<file path="src/rtl/wash_timer_unit_pkg.sv">
// Shared wash_defs constants and helpers for the wash timer unit, its controller and bench.
package wash_timer_unit_pkg;

  // Default timebase and duration constants
  localparam int unsigned DEF_TICK_DIV    = 100;
  localparam int unsigned DEF_LEVEL_MAX   = 16;
  localparam int unsigned DEF_CYCLE_TICKS = 200;
  localparam int unsigned DEF_SPIN_TICKS  = 100;

  // Level estimator action for one tick
  typedef enum logic [1:0] {
    LVL_HOLD = 2'd0,
    LVL_UP   = 2'd1,
    LVL_DOWN = 2'd2
  } lvl_op_e;

  // Fill alone raises the level, drain alone lowers it, otherwise hold
  function automatic lvl_op_e level_op(input logic fill, input logic drain);
    lvl_op_e op;
    case ({fill, drain})
      2'b10:   op = LVL_UP;
      2'b01:   op = LVL_DOWN;
      default: op = LVL_HOLD;
    endcase
    return op;
  endfunction

endpackage

</file>
<file path="src/rtl/wash_tick_timer.sv">
// Saturating tick counter, cleared whenever the enable is low.
module wash_tick_timer #(
  parameter int unsigned LIMIT = 1
) (
  input  logic clk,
  input  logic reset,
  input  logic en,
  input  logic tick,
  output logic expired
);

  localparam int unsigned CW = $clog2(LIMIT + 1);

  logic [CW-1:0] r_count;

  // Clear has priority over the tick; the counter sticks at LIMIT
  always_ff @(posedge clk or negedge reset) begin
    if (!reset) begin
      r_count <= '0;
    end else if (!en) begin
      r_count <= '0;
    end else if (tick && (r_count != CW'(LIMIT))) begin
      r_count <= r_count + CW'(1);
    end
  end

  assign expired = (r_count == CW'(LIMIT));

endmodule

</file>
<file path="src/rtl/wash_timer_unit.sv">
// Timebase and sensing front-end: prescaler, open-loop level estimator, wash and spin timers.
module wash_timer_unit
  import wash_timer_unit_pkg::*;
#(
  parameter int unsigned TICK_DIV    = DEF_TICK_DIV,
  parameter int unsigned LEVEL_MAX   = DEF_LEVEL_MAX,
  parameter int unsigned CYCLE_TICKS = DEF_CYCLE_TICKS,
  parameter int unsigned SPIN_TICKS  = DEF_SPIN_TICKS
) (
  input  logic                               clk,
  input  logic                               reset,
  input  logic                               motor_on,
  input  logic                               fill_value_on,
  input  logic                               drain_value_on,
  output logic                               filled,
  output logic                               drained,
  output logic                               cycle_timeout,
  output logic                               spin_timeout,
  output logic [$clog2(LEVEL_MAX + 1)-1:0]   water_level
);

  localparam int unsigned PW = $clog2(TICK_DIV);
  localparam int unsigned LW = $clog2(LEVEL_MAX + 1);

  logic [PW-1:0] r_presc;
  logic [LW-1:0] r_level;
  logic [LW-1:0] w_level_nxt;
  logic          w_tick;
  logic          w_spin_en;
  lvl_op_e       w_op;

  // Free-running prescaler, one tick per TICK_DIV clocks
  always_ff @(posedge clk or negedge reset) begin
    if (!reset) begin
      r_presc <= '0;
    end else if (w_tick) begin
      r_presc <= '0;
    end else begin
      r_presc <= r_presc + PW'(1);
    end
  end

  assign w_tick = (r_presc == PW'(TICK_DIV - 1));

  // Next level: saturating step in the direction the valves imply
  always_comb begin
    w_level_nxt = r_level;
    w_op        = level_op(fill_value_on, drain_value_on);
    if (w_tick) begin
      case (w_op)
        LVL_UP:   if (r_level != LW'(LEVEL_MAX)) w_level_nxt = r_level + LW'(1);
        LVL_DOWN: if (r_level != '0)             w_level_nxt = r_level - LW'(1);
        default:  w_level_nxt = r_level;
      endcase
    end
  end

  // Level register
  always_ff @(posedge clk or negedge reset) begin
    if (!reset) begin
      r_level <= '0;
    end else begin
      r_level <= w_level_nxt;
    end
  end

  assign filled      = (r_level == LW'(LEVEL_MAX));
  assign drained     = (r_level == '0);
  assign water_level = r_level;

  // Spin is the drain valve running on an already empty drum
  assign w_spin_en = drain_value_on & drained & ~fill_value_on;

  wash_tick_timer #(.LIMIT(CYCLE_TICKS)) u_cycle_timer (
    .clk     (clk),
    .reset   (reset),
    .en      (motor_on),
    .tick    (w_tick),
    .expired (cycle_timeout)
  );

  wash_tick_timer #(.LIMIT(SPIN_TICKS)) u_spin_timer (
    .clk     (clk),
    .reset   (reset),
    .en      (w_spin_en),
    .tick    (w_tick),
    .expired (spin_timeout)
  );

endmodule

</file>
<file path="config.mk">
export PLATFORM = sky130hd
export DESIGN_NAME = wash_timer_unit
export DESIGN_NICKNAME = d
export VERILOG_FILES = /design/src/rtl/wash_timer_unit_pkg.sv /design/src/rtl/wash_tick_timer.sv /design/src/rtl/wash_timer_unit.sv
export SDC_FILE = /design/constraint.sdc
export NUM_CORES = 1
export LEC_CHECK = 0
export ABC_AREA = 0
export CAP_MARGIN = 40
export CORE_ASPECT_RATIO = 0.7
export CORE_MARGIN = 2
export CORE_UTILIZATION = 60
export CTS_BUF_LIST = sky130_fd_sc_hd__clkbuf_16
export DETAILED_ROUTE_END_ITERATION = 8
export PLACE_DENSITY = 0.85
export SYNTH_ARGS = -nofsm -noshare
export SYNTH_HDL_FRONTEND = slang
export SYNTH_SLANG_ARGS = --single-unit
</file>
<file path="constraint.sdc">
create_clock -name clk -period 3.05 [get_ports clk]
set_input_delay 0.61 -clock clk [delete_from_list [all_inputs] [get_ports clk]]
set_output_delay 0.61 -clock clk [all_outputs]
set_load 0.005 [all_outputs]
</file>
==> impl_metrics.env, run 1 <==
export IMPL_layout_nets=197
export IMPL_grt_pass1_vias=1189
export IMPL_drv_slew=0
export IMPL_leakagePower_nw=0.757
export IMPL_cp_max_fo=4
export IMPL_portBuffers=13
export IMPL_gp_congestion=0.931
export IMPL_syn_area_per_cell_um2=9.45
export IMPL_power_share_sequential_pct=52.6
export IMPL_yosysTopAreaCell="dfrtp_1"
export IMPL_min_period_ns=2.68
export IMPL_num_vias=1313
export IMPL_worstPathRequired_ns=2.44
export IMPL_ctsHoldBuffers=0
export IMPL_start_kind="flip-flop"
export IMPL_fin_area_um2=1840
export IMPL_ir_drop_uv=336
export IMPL_hold_class="reg2reg"
export IMPL_postSynthCellCount=167
export IMPL_relSlewSlack_pct=71.5
export IMPL_critPathArrivalTime_ns=2.07
export IMPL_ys_top_cells_by_area="dfrtp_1 (43%), ha_1 (5.6%), a21oi_1 (4.8%), xnor2_1 (4.4%), o21ai_0 (3.8%)"
export IMPL_cts_root_buf="clkbuf_16"
export IMPL_antenna_found_initial=0
export IMPL_place_area_um2=1750
export IMPL_ys_warn_count=0
export IMPL_cts_tree="done"
export IMPL_insertion_delay_ns=0.26
export IMPL_clk_path_buf_depth=2
export IMPL_finalCritPeriodShare_pct=87.9
export IMPL_ys_ff_latch=27
export IMPL_setup_violations=0
export IMPL_intPower_uw=545
export IMPL_grtUsageTotal_pct=23.5
export IMPL_dp_hpwl_um=2310
export IMPL_status="finished clean"
export IMPL_skew_ns=0.00346
export IMPL_crit_type="reg2out"
export IMPL_synthArstFlopShare_pct=100
export IMPL_fp_dieH_um=46.9
export IMPL_powerDensity_nw_per_um2=371
export IMPL_cts_htree_levels=1
export IMPL_start_util_pct=63.7
export IMPL_grt_max_degree=28
export IMPL_drcViolationCount=0
export IMPL_clkPwrFrac_pct=43.9
export IMPL_comb_power_share_pct=3.5
export IMPL_synth_enable_flop_cells=0
export IMPL_coreArea_um2=2480
export IMPL_chipWidth_um=65.3
export IMPL_synthFlopType="dfrtp_1"
export IMPL_yosysSeqAreaShare_pct=42.8
export IMPL_synth_fp_nets=179
export IMPL_ys_top_cells_by_count="dfrtp_1 (27), a21oi_1 (15), inv_1 (15)"
export IMPL_fin_util_pct=74.1
export IMPL_syn2layout_area_growth_pct=16.3
export IMPL_rsz0062_at_grt="no"
export IMPL_yosysUniqueCellTypes=43
export IMPL_power_uw=681
export IMPL_cts_resized=0
export IMPL_hold_viol_final=0
export IMPL_vias_per_cell=6.02
export IMPL_grt_ovfl_total=0
export IMPL_layout_drive_gt1_share_pct=7.07
export IMPL_drt_initial_drc_count=119
export IMPL_ant_nets=0
export IMPL_fillCellCount=184
export IMPL_yosysMostFrequentCell="dfrtp_1"
export IMPL_antenna_cells=0
export IMPL_postCtsSetupRepairBufs=0
export IMPL_endpoint_kind="output port"
export IMPL_io_pins=14
export IMPL_max_freq_ghz=0.373
export IMPL_drt_pass1_iter_count=4
export IMPL_grt_pass1_wl_um=5380
export IMPL_routedWlPerCell_um=14.6
export IMPL_switching_power_uw=136
export IMPL_clkTransAtPathRegs_ns=0.06
export IMPL_synth_top_area_share_pct=42.8
export IMPL_rows=15
export IMPL_fin_setup_tns_ns=0
export IMPL_swShare_pct=19.9
export IMPL_finalWirelength_um=3190
export IMPL_cts_buffers_inserted=3
export IMPL_clock_sinks=27
export IMPL_worst_pin_slew_ns=0.427
export IMPL_synthesis_area_um2=1580
export IMPL_fp_dieArea_um2=3060
export IMPL_max_cap_viol_count=0
cell type report:
class	instances	area [µm²]	share of cell area [%]
clock inverter	1	7.51	0.409
sequential	27	676	36.8
inverter	15	56.3	3.07
clock buffer	3	75.1	4.09
timing repair buffer	14	138	7.50
tap	34	42.5	2.32
multi-input combinational	124	841	45.8
power groups by stage:
stage                     logic (mW)  registers (mW)  clock network [mW]
after global routing          0.0272           0.358               0.317
after floorplan              0.00855           0.365                   0
after CTS                     0.0246           0.358               0.309
after detailed placement      0.0247           0.365                   0
final                         0.0241           0.358               0.299
after global placement        0.0233           0.365                   0
cell usage in the layout (no fill, tap or decap), types with 7 or more instances in the layout:
| cell | Yosys | final |
|---|---|---|
| nand2_1 | 9 | 9 |
| nor2_1 | 11 | 11 |
| clkdlybuf4s50_1 | 0 | 13 |
| or3_1 | 8 | 8 |
| nand3_1 | 10 | 10 |
| a21oi_1 | 15 | 15 |
| dfrtp_1 | 27 | 27 |
| o21ai_0 | 12 | 12 |
| ha_1 | 7 | 7 |
| xnor2_1 | 8 | 8 |
| inv_1 | 15 | 15 |
flip-flops by register name, indices dropped and copies added, names as in the netlist:
signal and cells:
u_spin_timer.r_count 7, r_presc 7, u_cycle_timer.r_count 8, water_level 5
logic make-up (layout without fill, tap and decap cells):
kind of cell / after synthesis / in the layout / synth area share [%]
buf+inv: 16 / 33 / 3.89
flops: 27 / 27 / 42.8
mux: 3 / 3 / 1.98
xor+xnor: 10 / 10 / 5.55
simple gates: 63 / 63 / 24.9
fa+ha+maj: 7 / 7 / 5.55
compound gates: 41 / 41 / 15.3
layer usage:
metal,routed length (µm),part of all wire [%],up-vias,track usage (%)
li1,-,-,636,-
met1,1490,47,639,29.6
met2,1540,48,34,40.8
met3,129,4.0,4,6.47
met4,31,0.97,0,7.08
met5,0,0,-,0
through the flow:
| step | std cells | hold WS (ns) | worst slack [ns] |
|---|---|---|---|
| 3_3_place_gp | 214 | 0.466 | 0.553 |
| 2_1_floorplan | 167 | 0.314 | 1.06 |
| 6_report | 218 | 0.484 | 0.371 |
| 5_1_grt | 218 | 0.515 | 0.184 |
| 4_1_cts | 218 | 0.488 | 0.416 |
| 3_5_place_dp | 214 | 0.478 | 0.460 |
final timing paths:
kind	slack, ns	endpoint	startpoint	depth (start not counted)
worst max register to register	0.96	water_level[1]	r_presc[0]	5
min in group asynchronous	0.72	u_spin_timer.r_count[6]	reset	2
worst min register to register	0.48	r_presc[0]	r_presc[0]	1
max in group asynchronous	2.08	water_level[2]	reset	2
worst max-delay path	0.37	cycle_timeout	u_cycle_timer.r_count[0]	6
worst min-delay path	0.48	r_presc[0]	r_presc[0]	1
worst max-delay path: stages, from the launching register on:
cell and delay (ns):
dfrtp_1 0.41, inv_1 0.10, ha_1 0.14, nor4bb_1 0.27
nand4b_1 0.21, inv_1 0.16, clkdlybuf4s50_1 0.52
Power figures use the tool's default switching activity.
==> inputs of run 2 (changes only) <==
- CORE_UTILIZATION: 60 -> 39
- PLACE_DENSITY: 0.85 -> 0.6
==> impl_metrics.env, run 2 (synthesis results as in run 1) <==
export IMPL_fin_area_um2=1850
export IMPL_place_inst=232
export IMPL_insertion_delay_ns=0.26
export IMPL_grt_pass1_wl_um=5240
export IMPL_portBuffers=13
export IMPL_crit_type="reg2out"
export IMPL_cts_resized=0
export IMPL_finalCritPeriodShare_pct=85.9
export IMPL_place_area_um2=1780
export IMPL_drt_pass1_iter_count=4
export IMPL_fin_hold_ws_ns=0.476
export IMPL_vias_per_cell=5.33
export IMPL_regToRegStartpoint="r_presc[0]"
export IMPL_status="finished clean"
export IMPL_ir_drop_uv=176
export IMPL_r2r_slack_ns=1.00
export IMPL_start_util_pct=40.5
export IMPL_powerDensity_nw_per_um2=361
export IMPL_ctsHoldBuffers=0
export IMPL_clk_path_buf_depth=2
export IMPL_relSlewSlack_pct=69.1
export IMPL_worstHoldPathCells=1
export IMPL_clock_sinks=27
export IMPL_reg_largest_list="u_cycle_timer.r_count (8), r_presc (7), u_spin_timer.r_count (7)"
export IMPL_drcViolationCount=0
export IMPL_cp_max_fo=4
export IMPL_postCtsSetupRepairBufs=0
export IMPL_setup_violations=0
export IMPL_grtUsageTotal_pct=14.8
export IMPL_syn2layout_area_growth_pct=17.5
export IMPL_layout_nets=197
export IMPL_final_cells=236
export IMPL_chipWidth_um=80.0
export IMPL_antenna_found_initial=0
export IMPL_antenna_cells=0
export IMPL_drt_initial_drc_count=23
export IMPL_endpoint_kind="output port"
export IMPL_critPathArrivalTime_ns=2.01
export IMPL_routedWlPerCell_um=13.0
export IMPL_fp_dieH_um=57.2
export IMPL_power_uw=669
export IMPL_hp_start="r_presc[0]"
export IMPL_cts_buffers_inserted=3
export IMPL_fin_setup_tns_ns=0
export IMPL_slowest_delay_ns=0.51
export IMPL_skew_ns=0.00285
export IMPL_clkTransAtPathRegs_ns=0.06
export IMPL_cts_htree_levels=1
export IMPL_worst_pin_slew_ns=0.461
export IMPL_worstPathRequired_ns=2.44
export IMPL_layout_commonest_cell="dfrtp_1"
export IMPL_rsz0062_at_grt="no"
export IMPL_min_period_ns=2.62
export IMPL_largest_reg_flops=8
export IMPL_cts_root_buf="clkbuf_16"
export IMPL_hold_viol_final=0
export IMPL_crit_top_cell="inv_1"
export IMPL_regMostFlops="u_cycle_timer.r_count"
export IMPL_leakagePower_nw=0.762
export IMPL_coreArea_um2=3900
export IMPL_layout_drive_gt1_share_pct=6.52
export IMPL_gp_congestion=0.799
export IMPL_rows=19
export IMPL_start_kind="flip-flop"
export IMPL_ff2ff_path_depth=5
export IMPL_num_vias=1257
export IMPL_hold_class="reg2reg"
export IMPL_r2r_end="water_level[1]"
export IMPL_fp_dieArea_um2=4580
export IMPL_min_to="r_presc[0]"
export IMPL_max_freq_ghz=0.382
export IMPL_grt_ovfl_total=0
export IMPL_startpoint="u_cycle_timer.r_count[0]"
export IMPL_finalWirelength_um=3070
export IMPL_mostFrequentLayoutCells="dfrtp_1 (27), inv_1 (16), a21oi_1 (15)"
export IMPL_grt_max_degree=28
export IMPL_ant_nets=0
export IMPL_drv_slew=0
export IMPL_cts_tree="done"
export IMPL_path_cells="inv_1 -> ha_1 -> nor4bb_1 -> nand4b_1 -> inv_1 -> clkdlybuf4s50_1"
export IMPL_max_cap_viol_count=0
export IMPL_grt_pass1_vias=1157
export IMPL_crit_slowest_cell="clkdlybuf4s50_1"
export IMPL_io_pins=14
export IMPL_dp_hpwl_um=2260
run 2: stage by stage:
| stage | worst slack [ns] | util (%) |
|---|---|---|
| 2_1_floorplan | 1.06 | - |
| 3_3_place_gp | 0.546 | 45.5 |
| 3_5_place_dp | 0.494 | 45.5 |
| 4_1_cts | 0.412 | 47.6 |
| 5_1_grt | 0.297 | 47.6 |
| 6_report | 0.431 | 47.6 |
run 2: where the power goes:
part | internal (mW) | total [mW] | leakage, nW | switching, mW
Combinational | 0.00917 | 0.0238 | 0.362 | 0.0146
Sequential | 0.358 | 0.358 | 0.358 | 0.000000000000000221
Clock | 0.175 | 0.288 | 0.0423 | 0.112
Total | 0.542 | 0.669 | 0.762 | 0.127
run 2: worst max path at each step:
stage	slack [ns]	end
2_1_floorplan	1.06	water_level[2]
3_3_place_gp	0.55	water_level[2]
3_5_place_dp	0.49	water_level[2]
4_1_cts	0.41	cycle_timeout
5_1_grt	0.30	cycle_timeout
6_report	0.43	cycle_timeout
run 2: routing by layer:
metal  vias up  share of wire [%]  global-route usage, %  wire, µm
met5         -                  0                      0         0
met4         0                1.2                   5.08        37
met3         4                2.8                   4.27        87
met2        13                 44                   21.3      1340
met1       597                 52                   21.4      1600
li1        643                  -                      -         -
run 2: final cells by class:
class	count	area (µm²)
fillers	381	2040
flip-flops and latches	27	676
clock inverters	1	3.75
repair buffers	14	138
clock buffers	3	75.1
multi-input cells	124	841
inverters	15	56.3
well taps	52	65.1
run 2: critical path: cells and delay by family, from the launching register on:
family                   cells  cell delay [ns]
buffers and inverters        3             0.75
AND/OR/NAND/NOR              2             0.46
flip-flops                   1             0.40
adder cells (fa/ha/maj)      1             0.14
